**config.mk**
```make
export PLATFORM = sky130hd
export DESIGN_NAME = tree_node_loader_flat
export DESIGN_NICKNAME = d
export VERILOG_FILES = /design/src/rtl/tree_pkg.sv /design/src/rtl/tree_node_loader_if.sv /design/src/rtl/node_assembler.sv /design/src/rtl/tree_node_loader.sv /design/src/flat_wrapper.sv
export SDC_FILE = /design/constraint.sdc
export NUM_CORES = 1
export LEC_CHECK = 0
export CORE_MARGIN = 2
export CORE_UTILIZATION = 50
export DETAILED_ROUTE_END_ITERATION = 8
export PLACE_DENSITY = 0.81
export SLEW_MARGIN = 20
export SYNTH_ARGS = -nofsm -noshare
export SYNTH_HDL_FRONTEND = slang
export SYNTH_HIERARCHICAL = 1
export SYNTH_SLANG_ARGS = --single-unit
```
**constraint.sdc**
```tcl
create_clock -name clk -period 2.9 [get_ports clk]
set_clock_uncertainty 0.15 [all_clocks]
set_input_delay 0.29 -clock clk [delete_from_list [all_inputs] [get_ports clk]]
set_output_delay 0.29 -clock clk [all_outputs]
set_load 0.02 [all_outputs]
```
**src/rtl/tree_pkg.sv**
```systemverilog
// Shared types and defaults for the classification-tree loader.
// LOADER_CHECKSUM_EN adds the trailing checksum byte and its CSUM state.
package tree_pkg;

    localparam int NODE_WIDTH_DEF = 40;
    localparam int NODE_ADDR_DEF  = 9;

    localparam logic [39:0] ROOT_INIT_DEF =
        40'b000000000_00011111_00001101_00000010_111_000_0;

    localparam logic [7:0] TGT_ROOT = 8'd0;
    localparam logic [7:0] TGT_L2   = 8'd1;

`ifdef LOADER_CHECKSUM_EN
    localparam int CSUM_BYTES = 1;
`else
    localparam int CSUM_BYTES = 0;
`endif

    typedef enum logic [2:0] {
        S_IDLE,
        S_ADDR,
        S_CNT,
        S_DATA,
        S_WRITE,
`ifdef LOADER_CHECKSUM_EN
        S_CSUM,
`endif
        S_DRAIN,
        S_DONE
    } loader_state_t;

endpackage

```
**src/rtl/tree_node_loader_if.sv**
```systemverilog
// Load-stream handshake plus table write port of the tree node loader.
// Same signals with or without LOADER_CHECKSUM_EN.
interface tree_node_loader_if
    import tree_pkg::*;
#(
    parameter int NODE_WIDTH = NODE_WIDTH_DEF,
    parameter int NODE_ADDR  = NODE_ADDR_DEF
);
    logic [7:0]            cfg_data;
    logic                  cfg_valid;
    logic                  cfg_ready;
    logic                  mem_we;
    logic [NODE_ADDR-1:0]  mem_addr;
    logic [NODE_WIDTH-1:0] mem_din;

    modport master (output cfg_data, cfg_valid, input cfg_ready, mem_we, mem_addr, mem_din);
    modport slave  (input cfg_data, cfg_valid, output cfg_ready, mem_we, mem_addr, mem_din);
endinterface

```
**src/rtl/node_assembler.sv**
```systemverilog
// Byte-to-word shift register: bytes arrive LSB first, word_valid pulses
// the cycle after the final byte of a node. Unaffected by LOADER_CHECKSUM_EN.
module node_assembler
    import tree_pkg::*;
#(
    parameter int NODE_WIDTH = NODE_WIDTH_DEF
) (
    input  logic                  clk,
    input  logic                  RSTn,
    input  logic                  byte_valid,
    input  logic [7:0]            byte_in,
    output logic                  byte_last,
    output logic                  word_valid,
    output logic [NODE_WIDTH-1:0] word
);
    localparam int NB = NODE_WIDTH / 8;
    localparam int CW = (NB > 1) ? $clog2(NB) : 1;

    logic [CW-1:0] byte_cnt;

    assign byte_last = (byte_cnt == CW'(NB - 1));

    always_ff @(posedge clk or negedge RSTn) begin
        if (!RSTn) begin
            byte_cnt   <= '0;
            word       <= '0;
            word_valid <= 1'b0;
        end else begin
            word_valid <= byte_valid && byte_last;
            if (byte_valid) begin
                // new byte enters at the top so the first byte ends in bits [7:0]
                word     <= {byte_in, word[NODE_WIDTH-1:8]};
                byte_cnt <= byte_last ? '0 : byte_cnt + CW'(1);
            end
        end
    end
endmodule

```
**src/rtl/tree_node_loader.sv**
```systemverilog
// Byte-serial writer for the root node register and level-2 node table.
// Define LOADER_CHECKSUM_EN to require a trailing XOR checksum byte per frame.
module tree_node_loader
    import tree_pkg::*;
#(
    parameter int                    NODE_WIDTH  = NODE_WIDTH_DEF,
    parameter int                    NODE_ADDR   = NODE_ADDR_DEF,
    parameter int                    TABLE_DEPTH = 16,
    parameter logic [NODE_WIDTH-1:0] ROOT_INIT   = ROOT_INIT_DEF
) (
    input  logic                  clk,
    input  logic                  RSTn,
    tree_node_loader_if.slave     bus,
    output logic [NODE_WIDTH-1:0] root_node,
    output logic                  busy,
    output logic                  load_done,
    output logic                  load_err
);
    localparam int NB = NODE_WIDTH / 8;

`ifdef LOADER_CHECKSUM_EN
    localparam loader_state_t S_TAIL = S_CSUM;
    logic [7:0] csum;
`else
    localparam loader_state_t S_TAIL = S_DONE;
`endif

    loader_state_t         state, state_nx;
    logic                  ready, accept, err_set, err_q;
    logic                  tgt_l2;
    logic [7:0]            start, cnt, node_idx;
    logic [10:0]           drain_cnt, drain_len;
    logic [8:0]            end_addr;
    logic                  range_ok, last_node;
    logic [NODE_WIDTH-1:0] shadow, root_q, word;
    logic                  byte_last, word_valid;

    assign accept    = bus.cfg_valid && ready;
    assign end_addr  = {1'b0, start} + {1'b0, bus.cfg_data};
    assign range_ok  = tgt_l2 ? (end_addr <= 9'(TABLE_DEPTH)) : (bus.cfg_data == 8'd1);
    assign drain_len = 11'(bus.cfg_data) * 11'(NB) + 11'(CSUM_BYTES);
    assign last_node = (8'(node_idx + 8'd1) == cnt);

    node_assembler #(.NODE_WIDTH(NODE_WIDTH)) u_asm (
        .clk        (clk),
        .RSTn       (RSTn),
        .byte_valid (accept && state == S_DATA),
        .byte_in    (bus.cfg_data),
        .byte_last  (byte_last),
        .word_valid (word_valid),
        .word       (word)
    );

    always_comb begin
        state_nx = state;
        ready    = 1'b1;
        err_set  = 1'b0;
        case (state)
            S_IDLE: if (accept) begin
                if (bus.cfg_data > TGT_L2) err_set  = 1'b1;
                else                       state_nx = S_ADDR;
            end
            S_ADDR: if (accept) state_nx = S_CNT;
            S_CNT: if (accept) begin
                if (!range_ok) begin
                    // nothing to drain: reject on the CNT byte itself
                    if (drain_len == 11'd0) begin
                        err_set  = 1'b1;
                        state_nx = S_IDLE;
                    end else begin
                        state_nx = S_DRAIN;
                    end
                end else if (bus.cfg_data == 8'd0) begin
                    state_nx = S_TAIL;
                end else begin
                    state_nx = S_DATA;
                end
            end
            S_DATA: if (accept && byte_last) state_nx = S_WRITE;
            S_WRITE: begin
                ready    = 1'b0;
                state_nx = last_node ? S_TAIL : S_DATA;
            end
`ifdef LOADER_CHECKSUM_EN
            S_CSUM: if (accept) begin
                if (bus.cfg_data == csum) state_nx = S_DONE;
                else begin
                    err_set  = 1'b1;
                    state_nx = S_IDLE;
                end
            end
`endif
            S_DRAIN: if (accept && drain_cnt == 11'd1) begin
                err_set  = 1'b1;
                state_nx = S_IDLE;
            end
            S_DONE: begin
                ready    = 1'b0;
                state_nx = S_IDLE;
            end
            default: state_nx = S_IDLE;
        endcase
    end

    always_ff @(posedge clk or negedge RSTn) begin
        if (!RSTn) begin
            state     <= S_IDLE;
            err_q     <= 1'b0;
            tgt_l2    <= 1'b0;
            start     <= '0;
            cnt       <= '0;
            node_idx  <= '0;
            drain_cnt <= '0;
            shadow    <= ROOT_INIT;
            root_q    <= ROOT_INIT;
        end else begin
            state <= state_nx;
            err_q <= err_set;
            if (accept && state == S_IDLE) tgt_l2 <= (bus.cfg_data == TGT_L2);
            if (accept && state == S_ADDR) start  <= bus.cfg_data;
            if (accept && state == S_CNT) begin
                cnt       <= bus.cfg_data;
                node_idx  <= '0;
                drain_cnt <= drain_len;
            end
            if (state == S_WRITE) node_idx <= node_idx + 8'd1;
            if (accept && state == S_DRAIN) drain_cnt <= drain_cnt - 11'd1;
            if (word_valid && !tgt_l2) shadow <= word;
            if (state == S_DONE && !tgt_l2) root_q <= shadow;
        end
    end

`ifdef LOADER_CHECKSUM_EN
    always_ff @(posedge clk or negedge RSTn) begin
        if (!RSTn) begin
            csum <= '0;
        end else if (accept) begin
            if (state == S_IDLE) csum <= bus.cfg_data;
            else if (state == S_ADDR || state == S_CNT || state == S_DATA)
                csum <= csum ^ bus.cfg_data;
        end
    end
`endif

    // root_node switches to the new word on the load_done cycle itself
    assign root_node    = (state == S_DONE && !tgt_l2) ? shadow : root_q;
    assign bus.cfg_ready = ready;
    assign bus.mem_we   = word_valid && tgt_l2;
    assign bus.mem_addr = bus.mem_we ? (NODE_ADDR'(start) + NODE_ADDR'(node_idx)) : '0;
    assign bus.mem_din  = bus.mem_we ? word : '0;
    assign busy         = (state != S_IDLE);
    assign load_done    = (state == S_DONE);
    assign load_err     = err_q;
endmodule

```
**src/flat_wrapper.sv**
```systemverilog
// flat-port wrapper written by rule: the top's interface ports become plain ports
module tree_node_loader_flat import tree_pkg::*;
#(
    parameter int                    NODE_WIDTH  = NODE_WIDTH_DEF,
    parameter int                    NODE_ADDR   = NODE_ADDR_DEF,
    parameter int                    TABLE_DEPTH = 16,
    parameter logic [NODE_WIDTH-1:0] ROOT_INIT   = ROOT_INIT_DEF
)
  (clk, RSTn, root_node, busy, load_done, load_err, bus_cfg_data, bus_cfg_valid, bus_cfg_ready, bus_mem_we, bus_mem_addr, bus_mem_din);
  tree_node_loader_if #(.NODE_WIDTH(NODE_WIDTH), .NODE_ADDR(NODE_ADDR)) bus_i ();
  input  logic clk;
  input  logic RSTn;
  output logic [NODE_WIDTH-1:0] root_node;
  output logic busy;
  output logic load_done;
  output logic load_err;
  input wire logic [$bits(bus_i.cfg_data)-1:0] bus_cfg_data;
  input wire logic [$bits(bus_i.cfg_valid)-1:0] bus_cfg_valid;
  output wire logic [$bits(bus_i.cfg_ready)-1:0] bus_cfg_ready;
  output wire logic [$bits(bus_i.mem_we)-1:0] bus_mem_we;
  output wire logic [$bits(bus_i.mem_addr)-1:0] bus_mem_addr;
  output wire logic [$bits(bus_i.mem_din)-1:0] bus_mem_din;
  assign bus_i.cfg_data = bus_cfg_data;
  assign bus_i.cfg_valid = bus_cfg_valid;
  assign bus_cfg_ready = bus_i.cfg_ready;
  assign bus_mem_we = bus_i.mem_we;
  assign bus_mem_addr = bus_i.mem_addr;
  assign bus_mem_din = bus_i.mem_din;
  tree_node_loader #(.NODE_WIDTH(NODE_WIDTH), .NODE_ADDR(NODE_ADDR), .TABLE_DEPTH(TABLE_DEPTH), .ROOT_INIT(ROOT_INIT)) u_core (.clk(clk), .RSTn(RSTn), .bus(bus_i), .root_node(root_node), .busy(busy), .load_done(load_done), .load_err(load_err));
endmodule
```
==> qor.csv, run 1 <==
stage,metric,value,unit
yosys,synth-simple-area-share,0.130,
floorplan,die_y,131,um
yosys,muxShareOfSynthArea,0.184,
cells_and_area,nets,902,
cells_and_area,multi_input_area,3940,sq um
sta,finalCritPeriodShare,1.05,
clocking,clockRootBuffer,clkbuf_16,
flow_run,drv_cap,0,
power_and_ir_drop,p_sw,2.74,mW
clocking,cts-htree-levels,4,
sta,fin_crit,3.06,ns
yosys,ys_seq_area_frac,0.509,
clocking,clk_pin_slew,0.07,ns
sta,tightest_slew,0.658,ns
critical_path,start_kind,flip-flop,
cells_and_area,most-common-layout-cells,"dfrtp_1 (140), mux2_2 (128), buf_4 (74)",
cells_and_area,design_area,10600,sq um
yosys,synth_area,8120,sq um
placed_design,io_buffers,104,
power_and_ir_drop,p_leak,5.28,nW
floorplan,fp.dieArea,17300,sq um
yosys,async_flop_share,1.00,
critical_path,setup.worst_path.end_class,output port,
sta,timing.hold.ws,0.261,ns
yosys,synth_nets,729,
yosys,ys.flop_type,dfrtp_1,
clocking,cts_tree,built,
cells_and_area,ff_latch_area,4130,sq um
critical_path,arrival,2.62,ns
sta,final.setup.worst_slack,-0.159,ns
floorplan,num_rows,46,
drt,vias_per_cell,5.67,
power_and_ir_drop,peakVddDrop,0.000551,V
yosys,synth_edf_count,0,
global_routing,grt_remaining_overflow,0,
drt,via_count,6143,
yosys,yosysWarnings,6,
floorplan,start_util,0.511,
yosys,synth.area.top_cells,"dfrtp_1 (43%), mux2_2 (18%), dfstp_2 (7.8%), ha_1 (5.1%), and3_1 (3.5%)",
yosys,synth-compound-area-share,0.0690,
power_and_ir_drop,p_per_area,756,nW/um^2
critical_path,crit_fanout,2,
outcome,violations,setup timing,
drt,wl,20800,um
yosys,syn-instance-count,682,
power_and_ir_drop,p_int,5.30,mW
yosys,synth_top_family_by_area,multiplexers,
drt,detail-route-antenna-nets,0,
drt,avgRoutedWirePerCell,19.2,um
yosys,syn-mean-instance-area,11.9,sq um
floorplan,pin_count,105,
drt,firstDrtPassIters,5,
drt,drtIter0Drc,422,
power_and_ir_drop,finalPower,8.04,mW
sta,maxSlewHeadroom,0.560,
clocking,cts_sinks,164,
yosys,yosys_register_bits,164,
cells_and_area,final_common_cell,dfrtp_1,
power_and_ir_drop,combPwrFrac,0.327,
floorplan,core_area,15900,sq um
drt,drcViolationCount,0,
clocking,clk_path_buf_depth,2,
cells_and_area,fill_cells,1138,
cells_and_area,post_route_cells_drive_above_1_share,0.343,
global_routing,grt_pass1_wl,33400,um
global_routing,grt_max_degree,70,
sta,setup_tns,-0.741,ns
floorplan,die_x,131,um
clocking,clk_latency,0.43,ns
yosys,yosys.area.top_type_share,0.431,
min_path,hp-class,primary input to async pin,
power_and_ir_drop,seq_power_share,0.397,
placed_design,dpl.cell_count,1038,
yosys,yosys.area_share.adder,0.0583,
cells_and_area,diodes,0,
global_routing,antenna_found_initial,0,
critical_path,cp.required,2.46,ns
power_and_ir_drop,p_clk_frac,0.276,
cells_and_area,synthToLayoutAreaGrowth,31.0,%
placed_design,place.gp.congestion,0.923,
global_routing,grt_usage,0.245,
power_and_ir_drop,p_sw_frac,0.340,
cells_and_area,layout.cells.non_filler,1084,
critical_path,path_class,flip-flop to output port,
clocking,cts_buffers,17,
sta,rsz0062_at_grt,true,
placed_design,dp.final_hpwl,14200,um
yosys,synth.distinct_cells,61,
sta,hold_viol_final,0,
yosys,synth_xor_area_frac,0.0270,
sta,setup_viol,6,
outcome,status,finished with violations,
sta,fmax,327,MHz
placed_design,placed_area,9860,sq um
global_routing,grt_pass1_vias,6329,
sta,slew_viol_final,0,
yosys,yosysTopAreaCell,dfrtp_1,
-- synth_stat cells (12+ instances only) --
| cell | n |
|---|---|
| nand3_1 | 15 |
| nand2_1 | 52 |
| xor2_1 | 13 |
| and3_1 | 46 |
| dfrtp_1 | 140 |
| xnor2_1 | 12 |
| nor2_1 | 35 |
| mux2_2 | 128 |
| nor3_1 | 15 |
| ha_1 | 33 |
| o21ai_0 | 22 |
| dfstp_2 | 24 |
| clkbuf_1 | 24 |
-- area by class of cell --
type | count | share of cell area
clock buffers | 20 | 0.0411
clock inverters | 12 | 0.0137
inverters | 11 | 0.00388
multi-input cells | 477 | 0.371
flip-flops and latches | 164 | 0.389
well taps | 216 | 0.0254
repair buffers | 184 | 0.157
-- cell families after synthesis --
| group | Yosys count |
|---|---|
| compound gates | 79 |
| xor+xnor | 25 |
| fa+ha+maj | 36 |
| buf+inv | 41 |
| flops | 164 |
| mux | 133 |
| simple gates | 204 |
-- timing repair --
item                                    4_1_cts  5_1_grt
resized for setup                            80       14
pin swaps                                     9       16
endpoints found under the setup margin       47       37
hold endpoints to repair                     57        0
hold buffers                                  1        0
cloned                                        1        0
setup buffers                                 5        7
-- routing by layer --
metal / part of all wire / GRT usage / vias to the layer above
met3: 0.048 / 0.0613 / 60
met4: 0.033 / 0.0918 / 0
met5: 0 / 0 / -
met2: 0.50 / 0.417 / 221
li1: - / - / 2807
met1: 0.42 / 0.301 / 3055
-- state kept, by name, summed over array words and instances (netlist names) --
name and cells:
u_core/state 3, u_core/cnt 8, u_core/tgt_l2 1, u_core/node_idx 8
u_core/drain_cnt 11, u_core/root_q 40, u_core/load_err 1, u_core/start 8
u_core/u_asm/word_valid 1, u_core/u_asm/word 40, u_core/u_asm/byte_cnt 3, u_core/shadow 40
-- power by group through the flow --
stage | clock [mW] | sequential (mW) | combinational [mW]
floorplan | 0 | 3.04 | 1.59
global placement | 0 | 3.19 | 2.19
detailed placement | 0 | 3.22 | 2.30
CTS | 2.26 | 3.18 | 2.45
global route | 2.37 | 3.24 | 2.87
finish | 2.22 | 3.19 | 2.63
-- stage by stage --
stage,worst slack (ns),utilization
global placement,-0.518,0.620
global route,-0.284,0.669
finish,-0.159,0.669
CTS,-0.0528,0.663
floorplan,0.144,-
detailed placement,-0.545,0.620
-- worst max-delay path, stage by stage, from the launching register on --
cell     delay, ns
dfrtp_1       0.40
buf_6         0.13
ha_4          0.15
buf_4         0.12
a21o_1        0.16
a21oi_2       0.14
nor2b_1       0.07
o21a_1        0.21
o41ai_2       0.32
xor2_1        0.12
nor2_1        0.18
buf_4         0.19
-- final timing paths --
check	from	to	slack, ns	cells after the start
setup / recovery	u_core/start[0]$_DFFE_PN0P_	bus_mem_addr[7]	-0.16	11
hold / removal	RSTn	u_core/shadow[7]$_DFFE_PN0P_	0.26	2
setup reg to reg	u_core/start[0]$_DFFE_PN0P_	u_core/load_err$_DFF_PN0_	-0.15	10
hold reg to reg	u_core/root_q[32]$_DFF_PN0_	u_core/root_q[32]$_DFF_PN0_	0.34	1
max in group asynchronous	RSTn	u_core/root_q[23]$_DFF_PN1_	1.43	3
min in group clk	bus_cfg_data[0]	u_core/cnt[0]$_DFFE_PN0P_	0.27	4
No activity file was read; power rests on OpenSTA's default activity.
==> run 2: changes to the inputs <==
Settings changed: CTS_CLUSTER_DIAMETER set to 30.
Clock period 2.9 ns to 2.8 ns, I/O delays scaled along.
==> run 2 against run 1 <==
Compared with the run above: the flow still finishes with violations (setup timing); non-clock buffer count fell by 2; worst setup slack got worse by 0.052 ns; wire length up 1.3%; critical endpoint is now bus_mem_addr[8]; register-to-register slack lost 0.02 ns; count of clock-buffer cells in the layout is 3 higher.
==> qor.csv, run 2 (synthesized netlist as in run 1, its figures left out) <==
stage,metric,value,unit,change
drt,via_count,6146,,+0.049%
cells_and_area,diodes,0,,unchanged
critical_path,reg2reg_from,u_core/start[0]$_DFFE_PN0P_,,
sta,finalCritPeriodShare,1.08,,
cells_and_area,nets,900,,-0.22%
clocking,cts-htree-levels,4,,unchanged
cells_and_area,post_route_cells_drive_above_1_share,0.345,,+0.00195
cells_and_area,final_common_cell,dfrtp_1,,
cells_and_area,reg_top3,"u_core/root_q (40), u_core/shadow (40), u_core/u_asm/word (40)",,
clocking,clk_pin_slew,0.06,ns,about the same
critical_path,crit_fanout,2,,unchanged
global_routing,grt_remaining_overflow,0,,unchanged
global_routing,grt_max_degree,60,,-14%
sta,fmax,332,MHz,
critical_path,arrival,2.58,ns,-0.04 ns
power_and_ir_drop,finalPower,8.35,mW,+3.9%
clocking,cts_tree,built,,
clocking,clk_path_buf_depth,2,,unchanged
critical_path,cp_slowest_stage_delay,0.41,ns,about the same
sta,maxSlewHeadroom,0.634,,+0.0739
clocking,cts_buffers,17,,unchanged
drt,avgRoutedWirePerCell,19.4,um,+1.4%
critical_path,crit_chain,"ha_4, fa_2, a21o_1, a21oi_2, nor2b_2, o21ai_1, nand2b_1, a211oi_2, nor3_1, buf_2",,
floorplan,core_area,15900,sq um,unchanged
power_and_ir_drop,p_leak,5.27,nW,-0.11%
floorplan,fp.dieArea,17300,sq um,unchanged
drt,wl,21000,um,+1.3%
critical_path,crit_path_top_delay_cell,dfrtp_1,,
outcome,violations,setup timing,,
sta,fin_crit,3.01,ns,
drt,firstDrtPassIters,5,,unchanged
placed_design,io_buffers,104,,unchanged
cells_and_area,most-common-layout-cells,"dfrtp_1 (138), mux2_2 (128), buf_4 (74)",,
clocking,clk_latency,0.42,ns,about the same
drt,vias_per_cell,5.68,,+0.23%
cells_and_area,postLayoutCoreUtil,0.669,,about the same
min_path,hold_start,bus_cfg_data[3],,
global_routing,grt_pass1_vias,6382,,+0.84%
floorplan,num_rows,46,,unchanged
min_path,hp-class,primary input to flip-flop,,
critical_path,cp.required,2.37,ns,-0.09 ns
sta,final.setup.worst_slack,-0.211,ns,-0.0520 ns
floorplan,die_y,131,um,unchanged
global_routing,grt_pass1_wl,34400,um,+3.0%
drt,drtIter0Drc,391,,-7.3%
sta,slew_viol_final,0,,unchanged
critical_path,setup.worst_path.end_class,output port,,
placed_design,post-place-ws,-0.571,ns,-0.0259 ns
floorplan,die_x,131,um,unchanged
clocking,clockRootBuffer,clkbuf_16,,
drt,drcViolationCount,0,,unchanged
cells_and_area,synthToLayoutAreaGrowth,30.9,%,about the same
sta,hold_viol_final,0,,unchanged
sta,setup_viol,6,,unchanged
critical_path,startpoint,u_core/start[0]$_DFFE_PN0P_,,
sta,tightest_slew,0.549,ns,-0.109 ns
power_and_ir_drop,p_per_area,786,nW/um^2,+4.0%
clocking,cts_sinks,164,,unchanged
sta,timing.hold.ws,0.219,ns,-0.0417 ns
drt,detail-route-antenna-nets,0,,unchanged
placed_design,dp.final_hpwl,14400,um,+1.6%
sta,rsz0062_at_grt,true,,
power_and_ir_drop,peakVddDrop,0.000573,V,+4.0%
critical_path,path_class,flip-flop to output port,,
global_routing,antenna_found_initial,0,,unchanged
placed_design,place.gp.congestion,0.919,,-0.42%
outcome,status,finished with violations,,
floorplan,start_util,0.511,,unchanged
cells_and_area,fill_cells,1154,,+1.4%
floorplan,pin_count,105,,unchanged
global_routing,grt_usage,0.251,,+0.00621
critical_path,start_kind,flip-flop,,
sta,setup_tns,-0.774,ns,-0.0322 ns
flow_run,drv_cap,0,,unchanged
[run 2: through the flow]
step / area [sq um] / instances
after floorplan: 8120 / 682
after global placement: 9880 / 1041
after detailed placement: 9880 / 1041
after CTS: 10600 / 1082
after global routing: 10600 / 1082
final: 10600 / 1082
[run 2: area by class of cell]
class                           instances  area [sq um]  area share
Timing Repair Buffer                  182          1640       0.154
Tap cell                              216           270      0.0254
Inverter                               11          41.3     0.00389
Clock buffer                           23           478      0.0450
Multi-Input combinational cell        477          3970       0.373
Sequential cell                       164          4140       0.389
Clock inverter                          9          95.1     0.00895
[run 2: path summary, 6_finish.rpt]
kind                                                to  slack (ns)  cells past startpoint
min reg2reg                 u_core/root_q[0]$_DFF_PN0_        0.34                      1
max reg2reg                  u_core/load_err$_DFF_PN0_       -0.17                     10
max in group asynchronous  u_core/root_q[25]$_DFF_PN1_        1.45                      3
min in group asynchronous   u_core/root_q[7]$_DFF_PN0_        0.24                      2
min                          u_core/cnt[3]$_DFFE_PN0P_        0.22                      4
max                                    bus_mem_addr[8]       -0.21                     10
[run 2: worst max-delay path: cells and delay by family, from the launching register on]
| kind | cells | cell delay, ns |
|---|---|---|
| buf+inv | 1 | 0.17 |
| simple gates | 3 | 0.27 |
| fa+ha+maj | 2 | 0.58 |
| flops | 1 | 0.41 |
| compound gates | 4 | 0.73 |
[run 2: layer usage]
metal | wire length, um | GRT usage | up-vias
met5 | 0 | 0 | -
met4 | 429 | 0.0785 | 0
met3 | 905 | 0.0475 | 30
met2 | 10900 | 0.437 | 173
met1 | 8850 | 0.318 | 3133
li1 | - | - | 2810
[run 2: power breakdown]
part	switching, mW	total, mW	internal (mW)
Combinational	1.40	2.77	1.37
Clock	0.939	2.25	1.31
Sequential	0.518	3.33	2.82
Total	2.85	8.35	5.50
[run 2: repair_timing]
| action | in CTS | in global routing |
|---|---|---|
| resized for setup | 89 | 11 |
| endpoints found under the setup margin | 52 | 31 |
| hold buffers | 1 | 0 |
| buffers inserted | 8 | 1 |
| pin swaps | 13 | 9 |
| endpoints found under the hold margin | 43 | 0 |
| gates cloned | 1 | 0 |
==> run 3: changes to the inputs <==
Settings changed: SLEW_MARGIN 20 to 25.
==> results of run 3 <==
The final DEF is identical to that of run 2; final timing and power are the same.
